===== src/rtl/register_file.sv =====
// rtl/register_file.sv - integer register file with post-reset clear sequencer and write-to-read bypass
module register_file #(
  parameter int XLEN     = 32,
  parameter int NUM_REGS = 32,
  localparam int ADDR_W  = $clog2(NUM_REGS)
) (
  input  logic              clk,
  input  logic              rst_n,
  input  logic              ID_RegWrite,
  input  logic [ADDR_W-1:0] ID_RD,
  input  logic [XLEN-1:0]   ID_RegWriteData,
  input  logic [ADDR_W-1:0] RS1,
  input  logic [ADDR_W-1:0] RS2,
  output logic [XLEN-1:0]   ReadData1,
  output logic [XLEN-1:0]   ReadData2,
  output logic              Busy
);

  typedef enum logic {CLEAR, READY} state_t;

  localparam logic [ADDR_W-1:0] LAST_IDX  = ADDR_W'(NUM_REGS - 1);
  localparam logic [ADDR_W-1:0] FIRST_IDX = ADDR_W'(1);

  state_t            state;
  logic [ADDR_W-1:0] clr_idx;
  logic [XLEN-1:0]   regs [NUM_REGS];
  logic              ready;

  always_ff @(posedge clk) begin
    if (!rst_n) begin
      state   <= CLEAR;
      clr_idx <= FIRST_IDX;
    end else if (state == CLEAR) begin
      clr_idx <= clr_idx + FIRST_IDX;
      if (clr_idx == LAST_IDX)
        state <= READY;
    end
  end

  // Array is never reset; the sequencer zeroes it instead, and entry 0 is never written.
  always_ff @(posedge clk) begin
    if (rst_n) begin
      if (state == CLEAR)
        regs[clr_idx] <= '0;
      else if (ID_RegWrite && (ID_RD != '0))
        regs[ID_RD] <= ID_RegWriteData;
    end
  end

  assign ready = rst_n && (state == READY);
  assign Busy  = !ready;

  always_comb begin
    ReadData1 = '0;
    if (ready && (RS1 != '0)) begin
      if (ID_RegWrite && (ID_RD == RS1))
        ReadData1 = ID_RegWriteData;
      else
        ReadData1 = regs[RS1];
    end
  end

  always_comb begin
    ReadData2 = '0;
    if (ready && (RS2 != '0)) begin
      if (ID_RegWrite && (ID_RD == RS2))
        ReadData2 = ID_RegWriteData;
      else
        ReadData2 = regs[RS2];
    end
  end

endmodule


===== config.mk =====
export PLATFORM = sky130hd
export DESIGN_NAME = register_file
export DESIGN_NICKNAME = d
export VERILOG_FILES = /design/src/rtl/register_file.sv
export SDC_FILE = /design/constraint.sdc
export NUM_CORES = 1
export LEC_CHECK = 0
export BUFFER_PORTS_ARGS = -buffer_cell sky130_fd_sc_hd__buf_4
export CAP_MARGIN = 20
export CORE_MARGIN = 2
export CORE_UTILIZATION = 65
export CTS_BUF_LIST = sky130_fd_sc_hd__clkbuf_8
export CTS_CLUSTER_DIAMETER = 150
export DETAILED_ROUTE_END_ITERATION = 7
export HOLD_SLACK_MARGIN = 0.12
export PLACE_DENSITY = 0.82
export SETUP_SLACK_MARGIN = 0.02
export SLEW_MARGIN = 10
export SYNTH_ARGS = -nofsm -noshare
export SYNTH_HDL_FRONTEND = slang
export SYNTH_SLANG_ARGS = --single-unit

===== constraint.sdc =====
create_clock -name clk -period 5.25 [get_ports clk]
set_clock_uncertainty 0.15 [all_clocks]
set_input_delay 0.525 -clock clk [delete_from_list [all_inputs] [get_ports clk]]
set_output_delay 0.525 -clock clk [all_outputs]
set_load 0.1 [all_outputs]

* After elaboration in Yosys (flattened, before gate mapping) *
Memories as Yosys holds them, arrays and structs flattened.
Cells that the tools add are included.

cells by class
  add/subtract/negate cells = 1
  eq/ne operators = 3
  muxes and demuxes = 16
  reductions and logical operators = 11

operators with widths
  operator                                                       count
  32-bit two-way mux                                             5
  32-bit OR reduction                                            1
  5-bit nonzero test                                             3
  5-bit equality test                                            2
  1-bit two-way mux                                              10
  1-bit logical AND                                              6
  5-bit by 1-bit adder with 5-bit output, second input constant  1
  5-bit equality test, second input constant                     1
  5-bit two-way mux                                              1
  1-bit zero test                                                1

storage, ports and cells
  flip-flop bits (word level) = 6
  memory bits (writable) = 1024
  input port bits = 50
  output and inout bits = 65
  logic and storage cells = 34
  memories = 1

memories
  memory  depth  bits a word  read ports  clocked after memory_dff  wr ports  RTL line  RTL
  regs    32     32           2           0                         1         26        logic [XLEN-1:0] regs [NUM_REGS];

* Longest topological paths before layout *
  depth after elaboration = 8
  depth in mapped cells = 10
  gate-level depth less buffers = 5

* Worst setup path after synthesis *
OpenSTA, ideal clock, no wires.

  path type = input -> output
  start point = input rst_n
  end point = output ReadData2[30]
  arrival time = 3.842 ns
  data required time = 4.575 ns
  slack = 0.733 ns
  cell stages on the path = 4
  buffers on the path = 1
  cell sequence = clkbuf_1 -> nand2_1 -> a21o_1 -> nor3_1

on the way
  cells in the longest elaborated chain, start to end = 3

RTL lines
  what                RTL line  RTL
  from (decl)         8         input logic rst_n,
  1-bit logical AND   50        assign ready = rst_n && (state == READY);
  1-bit logical AND   65        if (ready && (RS2 != '0)) begin
  32-bit two-way mux  65
  to (decl)           15        output logic [XLEN-1:0] ReadData2,

Every way passes these cells.

* Worst setup path after layout *
  start point = register state
  end point = output ReadData2[12]

on the way
  cells in the longest elaborated chain, start to end = 3

RTL lines
  what                    RTL line  RTL
  from (decl)             24        state_t state;
  from (signal assigned)  31        state <= CLEAR;
  from (signal assigned)  36        state <= READY;
  1-bit logical AND       50
  1-bit logical AND       65
  32-bit two-way mux      65

Every way passes these cells.

==> results.sh <==
export IMPL_status="complete, no violations"
export IMPL_maxSlewViolCount=0
export IMPL_fin_total_pwr_uw=16600
export IMPL_ir_drop_mv=0.224
export IMPL_boundaryPins=115
export IMPL_grt_first_pass_wirelength_um=219000
export IMPL_drt_pass1_iter_count=6
export IMPL_rrSetupSlack_ns=1.04
export IMPL_p_sw_uw=4000
export IMPL_clk_path_buf_depth=3
export IMPL_swShare_pct=24.1
export IMPL_globalplace_congestion=0.928
export IMPL_path_class="flip-flop to output port"
export IMPL_ys_seq_area_share_pct=63.6
export IMPL_cts_resized=0
export IMPL_cts_clk_slew_worst_paths_ns=0.06
export IMPL_grt_setup_unrepaired="no"
export IMPL_syn_area_sq_um=48500
export IMPL_critical_path_max_stage_delay_ns=0.77
export IMPL_placed_area_sq_um=51200
export IMPL_synth_cell_type_count=55
export IMPL_cts_tree="built"
export IMPL_power_frac_seq_pct=54.5
export IMPL_synthCells=2680
export IMPL_reg2regPathDepth=5
export IMPL_grt_max_degree=93
export IMPL_hold_buffers=1
export IMPL_hpwl_um=88500
export IMPL_crit_fanout=20
export IMPL_p_int_uw=12600
export IMPL_synth_common_cells="edfxtp_1, mux4_2, mux2i_1, buf_2, clkbuf_1"
export IMPL_worst_pin_slew_ns=1.28
export IMPL_antenna_found_initial=2
export IMPL_worstHoldStart="ID_RegWriteData[7]"
export IMPL_start_util_pct=65.4
export IMPL_die_width_um=277
export IMPL_period_needed_ns=4.57
export IMPL_required_ns=4.58
export IMPL_end_kind="output port"
export IMPL_finalSetupViolations=0
export IMPL_synth_area_leaders="edfxtp_1, mux4_2, mux2i_1"
export IMPL_ys_warn_count=0
export IMPL_drt_initial_drc_count=5808
export IMPL_place_port_buffers=114
export IMPL_p_per_area_nw_per_um2=306
export IMPL_syn2layout_area_growth_pct=11.8
export IMPL_postCtsSetupRepairBufs=0
export IMPL_worst_r2r_endpoint="regs[7][7]$_DFFE_PP_"
export IMPL_drive_above_1_share_pct=29.4
export IMPL_dieArea_sq_um=76900
export IMPL_tns_ns=0
export IMPL_clock_sinks=1030
export IMPL_overflow=0
export IMPL_stdcell_area_sq_um=54300
export IMPL_row_count=100
export IMPL_max_freq_mhz=219
export IMPL_grt_pass1_vias=31900
export IMPL_wire_per_inst_um=38.8
export IMPL_cts_buffers=164
export IMPL_clkPwrFrac_pct=38.0
export IMPL_critPathSlowestCell="nor2_4"
export IMPL_insertion_delay_ns=0.81
export IMPL_syn_nets=2732
export IMPL_fill_cells=4240
export IMPL_hold_path_class="input pin to flip-flop"
export IMPL_cp_num_buf_inv=2
export IMPL_p_leak_uw=0.0170
export IMPL_root_buffer="clkbuf_8"
export IMPL_grt_use_total_pct=40.1
export IMPL_synth_most_common_cell="edfxtp_1"
export IMPL_cp_arrival_ns=3.89
export IMPL_holdPathEnd="regs[9][7]$_DFFE_PP_"
export IMPL_synth_top_area_cell="edfxtp_1"
export IMPL_ctsHtreeMaxLevel=4
export IMPL_dr_total_vias=32100
export IMPL_routed_wl_um=153000
export IMPL_share_comb_of_total_power_pct=7.5
export IMPL_drc=0
export IMPL_nNetsFinal=2906
export IMPL_ant_nets=0
export IMPL_netlist_area_leader_share_pct=63.4
export IMPL_crit_top_cell="buf_4"
export IMPL_async_flop_share_pct=0
export IMPL_crit_path_start_kind="flip-flop"
export IMPL_synth_edf_count=1024
export IMPL_timing_slew_headroom_pct=14.5
export IMPL_hold_path_cell_count=2
export IMPL_cpLargestDelayFamily="simple AND/OR/NAND/NOR gates"
export IMPL_fin_crit_sh_pct=87.0
export IMPL_hold_viol_final=0
export IMPL_path_cells="nand2_1, a21o_1, nor2_4, buf_4, a221o_1, buf_4"
export IMPL_ys_ff_latch=1030
export IMPL_synth_area_per_cell_sq_um=18.1
export IMPL_rr_startpoint="state$_SDFF_PN0_"
export IMPL_cap_violations=0
export IMPL_ys_flop_type="edfxtp_1"
export IMPL_core_area_sq_um=74200
export IMPL_die_h_um=277
export IMPL_vias_per_cell=8.12
==> flip-flops by register name, summed over array words and instances, names as in the netlist <==
name and cells:
regs 1024, state 1, clr_idx 5
==> worst reg2reg max path: stages, from the launching register on <==
cell	delay, ns
dfxtp_1	0.58
and3_1	0.44
o21a_2	0.97
a31oi_2	0.63
nor2_4	0.79
buf_12	0.31
==> worst max path at each step <==
stage / startpoint / endpoint / slack, ns / cells past startpoint
floorplan: rst_n / ReadData2[30] / 0.73 / 4
global placement: RS2[0] / ReadData2[19] / 0.88 / 8
detailed placement: RS2[0] / ReadData2[19] / 0.85 / 8
CTS: RS2[0] / ReadData2[19] / 0.84 / 8
global route: RS2[0] / ReadData2[12] / 0.71 / 8
finish: state$_SDFF_PN0_ / ReadData2[12] / 0.68 / 6
==> area by class of cell <==
class | instances | area (sq um) | area share [%]
Timing Repair Buffer | 238 | 2350 | 4.33
Clock inverter | 124 | 582 | 1.07
Tap cell | 969 | 1210 | 2.23
Inverter | 4 | 15.0 | 0.0277
Antenna cell | 3 | 7.51 | 0.0138
Sequential cell | 1030 | 30900 | 56.9
Clock buffer | 171 | 2350 | 4.34
Multi-Input combinational cell | 1416 | 16900 | 31.1
==> metrics by stage <==
step,worst slack [ns],hold slack [ns],util (%),cells
after floorplan,0.733,0.401,-,2680
after global placement,0.877,0.440,69.0,3649
after detailed placement,0.849,0.455,69.0,3650
after CTS,0.840,0.337,73.0,3946
after global routing,0.710,0.214,73.1,3953
final,0.682,0.206,73.1,3955
==> cell usage in the layout, fill, tap and decap left out, drive strengths merged, types with 52 or more instances in the layout <==
master / count
mux2i: 256
o221ai: 52
nand2: 71
a221oi: 63
buf: 234
clkbuf: 171
a21oi: 75
clkinv: 57
inv: 64
edfxtp: 1024
mux4: 385
a22oi: 67
nor2: 71
==> power groups by stage <==
stage	Sequential, uW	Clock [uW]	Combinational, uW
after CTS	9030	6290	1210
final	9030	6300	1250
after detailed placement	9200	0	1210
after global placement	9190	0	1190
after global routing	9030	6630	1280
after floorplan	9180	0	768
==> logic make-up (layout without fill, tap and decap cells) <==
group / Yosys count / after routing / share of synthesized area [%]
AO/OA/AOI/OAI: 466 / 466 / 7.57
XOR/XNOR: 13 / 13 / 0.235
adder cells (fa/ha/maj): 2 / 2 / 0.0516
buffers and inverters: 234 / 537 / 2.32
flip-flops: 1030 / 1030 / 63.6
multiplexers: 648 / 648 / 23.3
other: 0 / 3 / 0
AND/OR/NAND/NOR: 287 / 287 / 2.90
==> routing by layer <==
layer	share of wire [%]	vias to the layer above	GRT usage (%)
met1	32	16100	54.0
li1	-	11900	-
met5	0.0085	-	0
met2	44	3428	58.0
met4	6.3	2	21.9
met3	17	692	14.3
No activity file was read; power rests on OpenSTA's default activity.
